**src/rtl/rgb_palette_encoder_if.sv**
```systemverilog
// Pixel-stream and frame-buffer-write bundle for rgb_palette_encoder.
// The encoder is the slave: it consumes the RGB stream and drives the write side.
interface rgb_palette_encoder_if #(
  parameter int ADDR_W = 19
);
  logic              capture_en;
  logic              s_valid;
  logic              s_ready;
  logic              s_sof;
  logic [7:0]        s_red;
  logic [7:0]        s_green;
  logic [7:0]        s_blue;
  logic              wr_en;
  logic [ADDR_W-1:0] wr_addr;
  logic [3:0]        wr_data;
  logic              frame_done;

  modport master (
    output capture_en, s_valid, s_sof, s_red, s_green, s_blue,
    input  s_ready, wr_en, wr_addr, wr_data, frame_done
  );

  modport slave (
    input  capture_en, s_valid, s_sof, s_red, s_green, s_blue,
    output s_ready, wr_en, wr_addr, wr_data, frame_done
  );
endinterface

```
**src/rtl/rgb_palette_encoder.sv**
```systemverilog
// Maps 24-bit RGB pixels to the nearest of 8 fixed palette codes (Manhattan
// distance, grey code 4'h8 when too far) and writes them into the frame buffer.
module rgb_palette_encoder #(
  parameter int H_RES  = 640,
  parameter int V_RES  = 480,
  parameter int ADDR_W = 19,
  parameter int THRESH = 48
) (
  input  logic                 pixclk,
  input  logic                 rst_n,
  rgb_palette_encoder_if.slave bus
);

  typedef enum logic [1:0] {IDLE, WAIT_SOF, ACTIVE} state_e;

  localparam int                NPIX      = H_RES * V_RES;
  localparam logic [ADDR_W-1:0] LAST_ADDR = ADDR_W'(NPIX - 1);
  localparam logic [9:0]        THRESH_L  = 10'(THRESH);
  localparam logic [23:0]       PALETTE [8] = '{
    24'h000000, 24'hDB203E, 24'h4D191B, 24'hA8B043,
    24'h2B3314, 24'hFFA900, 24'h472812, 24'hFFFFFF
  };

  function automatic logic [7:0] abs_diff(input logic [7:0] a, input logic [7:0] b);
    logic signed [8:0] diff;
    logic signed [8:0] mag;
    diff = $signed({1'b0, a}) - $signed({1'b0, b});
    mag  = (diff < 0) ? -diff : diff;
    return 8'(mag);
  endfunction

  function automatic logic [9:0] manhattan(input logic [23:0] px, input logic [23:0] pal);
    return 10'(abs_diff(px[23:16], pal[23:16])) +
           10'(abs_diff(px[15:8],  pal[15:8]))  +
           10'(abs_diff(px[7:0],   pal[7:0]));
  endfunction

  function automatic logic [3:0] grade(input logic [9:0] dmin, input logic [2:0] idx);
    return (dmin > THRESH_L) ? 4'h8 : {1'b0, idx};
  endfunction

  state_e            state_q;
  logic              s_ready_q;
  logic [ADDR_W-1:0] cnt_q;
  logic              accept;
  logic [ADDR_W-1:0] pix_addr;

  logic              vld_p0_q;
  logic [23:0]       pix_p0_q;
  logic [ADDR_W-1:0] addr_p0_q;
  logic              eof_p0_q;

  logic              vld_p1_q;
  logic [9:0]        dist_p1_q [8];
  logic [ADDR_W-1:0] addr_p1_q;
  logic              eof_p1_q;

  logic [9:0]        min_d;
  logic [2:0]        idx_d;
  logic [3:0]        code_d;

  logic              wr_en_q;
  logic [ADDR_W-1:0] wr_addr_q;
  logic [3:0]        wr_data_q;
  logic              frame_done_q;

  assign accept   = bus.s_valid & s_ready_q;
  assign pix_addr = bus.s_sof ? '0 : cnt_q;

  // Stage p0: capture FSM; a sof pixel always restarts the frame at address 0
  always_ff @(posedge pixclk or negedge rst_n) begin
    if (!rst_n) begin
      state_q   <= IDLE;
      s_ready_q <= 1'b0;
      cnt_q     <= '0;
      vld_p0_q  <= 1'b0;
    end else begin
      vld_p0_q <= 1'b0;
      case (state_q)
        IDLE: begin
          if (bus.capture_en) begin
            state_q   <= WAIT_SOF;
            s_ready_q <= 1'b1;
          end
        end
        WAIT_SOF, ACTIVE: begin
          if (accept && (bus.s_sof || state_q == ACTIVE)) begin
            vld_p0_q <= 1'b1;
            cnt_q    <= pix_addr + ADDR_W'(1);
            if (pix_addr == LAST_ADDR) begin
              state_q   <= bus.capture_en ? WAIT_SOF : IDLE;
              s_ready_q <= bus.capture_en;
            end else begin
              state_q <= ACTIVE;
            end
          end
        end
        default: begin
          state_q   <= IDLE;
          s_ready_q <= 1'b0;
        end
      endcase
    end
  end

  always_ff @(posedge pixclk) begin
    if (accept) begin
      pix_p0_q  <= {bus.s_red, bus.s_green, bus.s_blue};
      addr_p0_q <= pix_addr;
      eof_p0_q  <= (pix_addr == LAST_ADDR);
    end
  end

  // Stage p1: distances to every palette entry
  always_ff @(posedge pixclk or negedge rst_n) begin
    if (!rst_n) begin
      vld_p1_q <= 1'b0;
    end else begin
      vld_p1_q <= vld_p0_q;
    end
  end

  always_ff @(posedge pixclk) begin
    for (int i = 0; i < 8; i++) begin
      dist_p1_q[i] <= manhattan(pix_p0_q, PALETTE[i]);
    end
    addr_p1_q <= addr_p0_q;
    eof_p1_q  <= eof_p0_q;
  end

  // Stage p2: strict less-than keeps the lowest index on ties
  always_comb begin
    min_d = dist_p1_q[0];
    idx_d = 3'd0;
    for (int i = 1; i < 8; i++) begin
      if (dist_p1_q[i] < min_d) begin
        min_d = dist_p1_q[i];
        idx_d = 3'(i);
      end
    end
    code_d = grade(min_d, idx_d);
  end

  always_ff @(posedge pixclk or negedge rst_n) begin
    if (!rst_n) begin
      wr_en_q      <= 1'b0;
      wr_addr_q    <= '0;
      wr_data_q    <= 4'h0;
      frame_done_q <= 1'b0;
    end else begin
      wr_en_q      <= vld_p1_q;
      frame_done_q <= vld_p1_q & eof_p1_q;
      if (vld_p1_q) begin
        wr_addr_q <= addr_p1_q;
        wr_data_q <= code_d;
      end
    end
  end

  assign bus.s_ready    = s_ready_q;
  assign bus.wr_en      = wr_en_q;
  assign bus.wr_addr    = wr_addr_q;
  assign bus.wr_data    = wr_data_q;
  assign bus.frame_done = frame_done_q;

endmodule

```
**src/flat_wrapper.sv**
```systemverilog
// flat-port wrapper written by rule: the top's interface ports become plain ports
module rgb_palette_encoder_flat 
#(
  parameter int H_RES  = 640,
  parameter int V_RES  = 480,
  parameter int ADDR_W = 19,
  parameter int THRESH = 48
)
  (pixclk, rst_n, bus_capture_en, bus_s_valid, bus_s_sof, bus_s_red, bus_s_green, bus_s_blue, bus_s_ready, bus_wr_en, bus_wr_addr, bus_wr_data, bus_frame_done);
  rgb_palette_encoder_if #(.ADDR_W(ADDR_W)) bus_i ();
  input  logic pixclk;
  input  logic rst_n;
  input wire logic [$bits(bus_i.capture_en)-1:0] bus_capture_en;
  input wire logic [$bits(bus_i.s_valid)-1:0] bus_s_valid;
  input wire logic [$bits(bus_i.s_sof)-1:0] bus_s_sof;
  input wire logic [$bits(bus_i.s_red)-1:0] bus_s_red;
  input wire logic [$bits(bus_i.s_green)-1:0] bus_s_green;
  input wire logic [$bits(bus_i.s_blue)-1:0] bus_s_blue;
  output wire logic [$bits(bus_i.s_ready)-1:0] bus_s_ready;
  output wire logic [$bits(bus_i.wr_en)-1:0] bus_wr_en;
  output wire logic [$bits(bus_i.wr_addr)-1:0] bus_wr_addr;
  output wire logic [$bits(bus_i.wr_data)-1:0] bus_wr_data;
  output wire logic [$bits(bus_i.frame_done)-1:0] bus_frame_done;
  assign bus_i.capture_en = bus_capture_en;
  assign bus_i.s_valid = bus_s_valid;
  assign bus_i.s_sof = bus_s_sof;
  assign bus_i.s_red = bus_s_red;
  assign bus_i.s_green = bus_s_green;
  assign bus_i.s_blue = bus_s_blue;
  assign bus_s_ready = bus_i.s_ready;
  assign bus_wr_en = bus_i.wr_en;
  assign bus_wr_addr = bus_i.wr_addr;
  assign bus_wr_data = bus_i.wr_data;
  assign bus_frame_done = bus_i.frame_done;
  rgb_palette_encoder #(.H_RES(H_RES), .V_RES(V_RES), .ADDR_W(ADDR_W), .THRESH(THRESH)) u_core (.pixclk(pixclk), .rst_n(rst_n), .bus(bus_i));
endmodule
```
**config.mk**
```make
export PLATFORM = sky130hd
export DESIGN_NAME = rgb_palette_encoder_flat
export DESIGN_NICKNAME = d
export VERILOG_FILES = /design/src/rtl/rgb_palette_encoder_if.sv /design/src/rtl/rgb_palette_encoder.sv /design/src/flat_wrapper.sv
export SDC_FILE = /design/constraint.sdc
export NUM_CORES = 1
export LEC_CHECK = 0
export CAP_MARGIN = 0
export CORE_MARGIN = 3
export CORE_UTILIZATION = 55
export CTS_BUF_LIST = sky130_fd_sc_hd__clkbuf_4 sky130_fd_sc_hd__clkbuf_8
export DETAILED_ROUTE_END_ITERATION = 16
export DONT_BUFFER_PORTS = 1
export HOLD_SLACK_MARGIN = 0.15
export PLACE_DENSITY = 0.75
export SKIP_LAST_GASP = 1
export SYNTH_ARGS = -nofsm -noshare
export SYNTH_HDL_FRONTEND = slang
export SYNTH_SLANG_ARGS = --single-unit
```
**constraint.sdc**
```tcl
create_clock -name pixclk -period 17.6 [get_ports pixclk]
set_input_delay 0.88 -clock pixclk [delete_from_list [all_inputs] [get_ports pixclk]]
set_output_delay 0.88 -clock pixclk [all_outputs]
set_load 0.01 [all_outputs]
```
# --- After elaboration in Yosys (flattened, before gate mapping) ---
# Memory sizes are Yosys's and may differ from the RTL's.
# Index checks and enable logic that the tools add are counted.
word_totals:
  register_bits: 113
  latch_bits: 0
  mem_bits_rw: 80
  mem_bits_ro: 0
  inputBits: 29
  output_inout_bits: 26
  wordCells: 167
  n_memories: 1
mem_list:
  columns: ["memory", "words", "word_bits", "rd", "rd_ports_with_merged_regs", "wr", "line", "rtl"]
  rows:
  - ["u_core.dist_p1_q", 8, 10, 8, 0, 8, "rgb_palette_encoder.sv:54", "logic [9:0] dist_p1_q [8];"]
classes:
  add_sub_neg: 58
  n_mul: 0
  div: 0
  n_lt_le_gt_ge: 30
  n_eq_ne: 6
  shifts: 0
  n_mux: 49
  n_bitwise: 2
  reduce_logical: 7
op_table:
  columns: ["cell", "n"]
  rows:
  - ["$mux 8", 22]
  - ["$neg 8->8", 22]
  - ["$lt 9x1->1 const B", 19]
  - ["$add 10x8->10", 8]
  - ["$add 8x8->9", 8]
  - ["$lt 10x10->1", 7]
  - ["$mux 10", 7]
  - ["$sub 8x8->9 const B", 7]
  - ["$sub 8x6->9 const B", 5]
  - ["$sub 8x5->9 const B", 4]
  - ["$sub 8x7->9 const B", 3]
  - ["$lt 8x1->1 const B", 3]
  - ["$add 19x1->19 const B", 1]
  - ["$eq 19x19->1 const B", 1]
  - ["$mux 19", 1]
  - ["$mux 3", 4]
  - ["$gt 10x6->1 const B", 1]
  - ["$mux 2", 5]
  - ["$mux 1", 7]
  - ["$mux 4", 1]
  - ["$ne 2x1->1 const B", 2]
  - ["$pmux 2 s2", 1]
  - ["$reduce_and 2->1", 2]
  - ["$reduce_and 3->1", 1]
  - ["9 further kinds", 10]

# --- Longest topological paths before layout ---
# An unclocked memory read counts as a cell.
logic_depth:
  depth_word: 17
  depth_mapped: 81
  mapped_depth_nobuf: 73

# --- Worst setup path before layout ---
# OpenSTA, ideal clock, no wires.
synth_timing:
  path_kind: "register to register"
  startpoint: "memory u_core.dist_p1_q[0][7]"
  endpoint: "register u_core.wr_data_q[3] (netlist: u_core.bus.wr_data[3])"
  setup_time_ps: 124
  arrival_ps: 13341
  t_required_ps: 17476
  setup_slack_ps: 4135
  path_stages_with_launch: 78
  path_buffers: 8
  period_less_slack_ps: 13465
  cell_sequence: "dfxtp_1 -> inv_1 -> ha_1 -> a211oi_1 -> nor2_1 -> a211o_1 -> nor2_8 -> buf_1 -> nor2_1 -> a21oi_1 -> ha_1 -> a21o_1 -> a21o_1 -> a21oi_1 -> nor2_1 -> a21o_1 -> a211o_1 -> buf_6 -> [... 42 more ...] -> a41o_1 -> buf_1 -> nor2_1 -> a21oi_1 -> ha_1 -> a21o_1 -> a21oi_1 -> nor2b_1 -> o21ai_0 -> nand2b_1 -> a21oi_1 -> o21ai_0 -> nor3_1 -> a31oi_1 -> nand2_1 -> nor4_1 -> a22o_1 -> a211o_1"
synth_rtl:
  columns: ["element", "line", "rtl"]
  rows:
  - ["start: declaration", "rgb_palette_encoder.sv:54", null]
  - ["end signal: assignment", "rgb_palette_encoder.sv:155", "wr_data_q <= code_d;"]
  - ["end: declaration", "rgb_palette_encoder.sv:64", "logic [3:0] wr_data_q;"]

==> flow_summary_export.csv <==
group,metric,value,unit
run_status,status,"finished clean",
hold_path,hp-class,"input port to async pin",
sta,min_period,14.91,ns
drt,route.detailed.drc,0,
sta,fmax,0.0671,GHz
clock_network,cts_inserted_buffers,17,
global_route,grt_max_degree,50,
placement,post-dp-hpwl,35300,um
clock_network,root_buffer,"clkbuf_8",
clock_network,post-cts-setup-buffer-count,0,
global_route,antenna_found_initial,0,
floorplan,start_util,56.5,%
sta,rsz0062_at_grt,"no",
setup_path,critPathTopFamily,"compound AO/OA/AOI/OAI gates",
drt,via_per_inst,5.91,
logic_synthesis,synth-main-ff-cell,"dfxtp_1",
setup_path,critPathBufInv,4,
logic_synthesis,syn_area,0.0170,mm^2
setup_path,end_kind,"register",
floorplan,chipHeight,182,um
layout,syn2layout_area_growth,4.59,%
drt,vias,14018,
setup_path,required,18.00,ns
sta,clock_skew,0.0184,ns
setup_path,cpMostUsedCell,"a21o_1",
setup_path,crit_path_start_kind,"register",
drt,drt-total-wl,44200,um
sta,relSlewSlack,42.3,%
clock_network,clock_path_buffers,2,
clock_network,clk_latency,0.51,ns
floorplan,die_w,182,um
global_route,grt_pass1_wl,69900,um
clock_network,cts.clk_slew.worst_paths,0.11,ns
floorplan,num_io_pins,55,
floorplan,die_area,0.0330,mm^2
setup_path,crit_fanout,23,
setup_path,arrival,15.31,ns
clock_network,cts_resized,0,
floorplan,core,0.0300,mm^2
logic_synthesis,synthDistinctLibCells,76,
layout,final_common_cell,"ha_1",
logic_synthesis,ys_seq_area_share,26.5,%
layout,layout_common_cells,"ha_1, a21oi_1, xnor2_1",
layout,fin_area,0.0177,mm^2
drt,wl_per_cell,18.7,um
setup_path,crit_cells,67,
placement,place_area,0.0173,mm^2
layout,drive_above_1_share,5.05,%
sta,finalHoldViolations,0,
logic_synthesis,yosysWarningCount,0,
flow_run,drv_cap,0,
global_route,grt_use_total,26.5,%
global_route,grt.overflow.total,0,
logic_synthesis,ys_ff_latch,190,
clock_network,postCtsHoldBufs,1,
logic_synthesis,avgSynthCellArea,8.50,um^2
floorplan,row_count,63,
setup_path,worstRegToRegCells,67,
setup_path,max_stage_delay,0.74,ns
layout,final_nets,2239,
setup_path,cp_slowest_cell,"a2111oi_0",
sta,period_share,84.7,%
logic_synthesis,synth_edf_count,44,
drt,routed.top_layer,"met4",
drt,first_pass_iters,5,
drt,antenna_left,0,
logic_synthesis,synthCells,1995,
placement,gp_congestion,0.995,
clock_network,htree_levels,4,
sta,setup_viol,0,
layout,diodes,0,
sta,setup_tns,0,ns
logic_synthesis,synth_nets,2266,
global_route,first_global_vias,13193,
sta,drv_slew,0,
setup_path,path_class,"register to register",
placement,io_buffers,0,
sta,tightest_slew,0.865,ns
drt,met1_length,20600,um
clock_network,clock_sinks,190,
clock_network,cts_tree,"yes",
drt,dr_wl_met3,2350,um
drt,dr.first_iter.drc_count,1237,
drt,wl_met2,19900,um
logic_synthesis,synthArstFlopShare,25.8,%
worst paths after layout:
path / startpoint / slack (ns) / to
worst max-delay path: u_core.dist_p1_q[0][7] / 2.69 / u_core.bus.wr_data[3]
worst min-delay path: rst_n / 0.22 / u_core.state_q[1]
worst max register to register: u_core.dist_p1_q[0][7] / 2.69 / u_core.bus.wr_data[3]
worst min register to register: u_core.addr_p0_q[3] / 0.34 / u_core.addr_p1_q[3]
max in group asynchronous: rst_n / 17.15 / u_core.cnt_q[2]
min in group pixclk: u_core.addr_p0_q[3] / 0.34 / u_core.addr_p1_q[3]
through the flow:
step / hold slack (ns) / util [%] / setup slack [ns] / std cells
final: 0.222 / 59.1 / 2.69 / 2371
after global routing: 0.185 / 59.1 / 0.997 / 2371
after CTS: 0.172 / 59.1 / 2.74 / 2371
after detailed placement: 0.327 / 57.6 / 2.82 / 2338
after global placement: 0.325 / 57.6 / 3.24 / 2338
after floorplan: 0.323 / - / 4.14 / 1995
synth_stat cells (42+ instances only):
cell type | n | share of area (%)
nor2_1 | 172 | 3.8
a21o_1 | 59 | 2.6
xor2_1 | 67 | 3.5
ha_1 | 226 | 17
dfrtp_1 | 49 | 7.2
nor2b_1 | 43 | 1.6
o21ai_0 | 79 | 2.3
o21bai_1 | 42 | 1.9
clkbuf_1 | 45 | 1.0
a21oi_1 | 196 | 5.8
nand2_1 | 138 | 3.1
inv_1 | 153 | 3.4
edfxtp_1 | 44 | 7.8
xnor2_1 | 193 | 10
dfxtp_1 | 97 | 11
worst register-to-register path: cells and delay by family, from the launching register on:
kind,cells,cell delay [ns]
compound gates,33,8.04
simple gates,19,2.87
fa+ha+maj,7,1.93
mux,4,1.23
buf+inv,4,0.42
flops,1,0.33
per-layer routing:
metal | up-vias | track usage [%]
li1 | 6905 | -
met1 | 6625 | 36.6
met2 | 406 | 42.3
met3 | 82 | 3.81
met4 | 0 | 9.75
met5 | - | 0
kinds of logic (layout without fill, tap and decap cells):
| family | count (synthesis) | in the layout | share of synthesized area (%) |
|---|---|---|---|
| simple gates | 524 | 524 | 14.6 |
| compound gates | 508 | 508 | 18.8 |
| xor+xnor | 260 | 260 | 13.4 |
| fa+ha+maj | 242 | 242 | 18.6 |
| buf+inv | 221 | 207 | 5.02 |
| flops | 190 | 190 | 26.5 |
| mux | 50 | 50 | 3.16 |
state kept, by name, summed over array words and instances (netlist names), 2 cells and up:
register	cells
u_core.addr_p0_q	19
u_core.addr_p1_q	19
u_core.bus.wr_addr	19
u_core.bus.wr_data	4
u_core.cnt_q	19
u_core.dist_p1_q	77
u_core.pix_p0_q	24
u_core.state_q	2
cell type report:
cell class | instances | area (um^2)
Multi-Input combinational cell | 1584 | 11600
Fill cell | 2654 | 12300
Clock inverter | 14 | 168
Tap cell | 390 | 488
Timing Repair Buffer | 13 | 118
Sequential cell | 190 | 4490
Inverter | 162 | 608
Clock buffer | 18 | 248
Power is not shown: default switching activity piles up to over one toggle a cycle in this logic, so the estimate is an artifact.
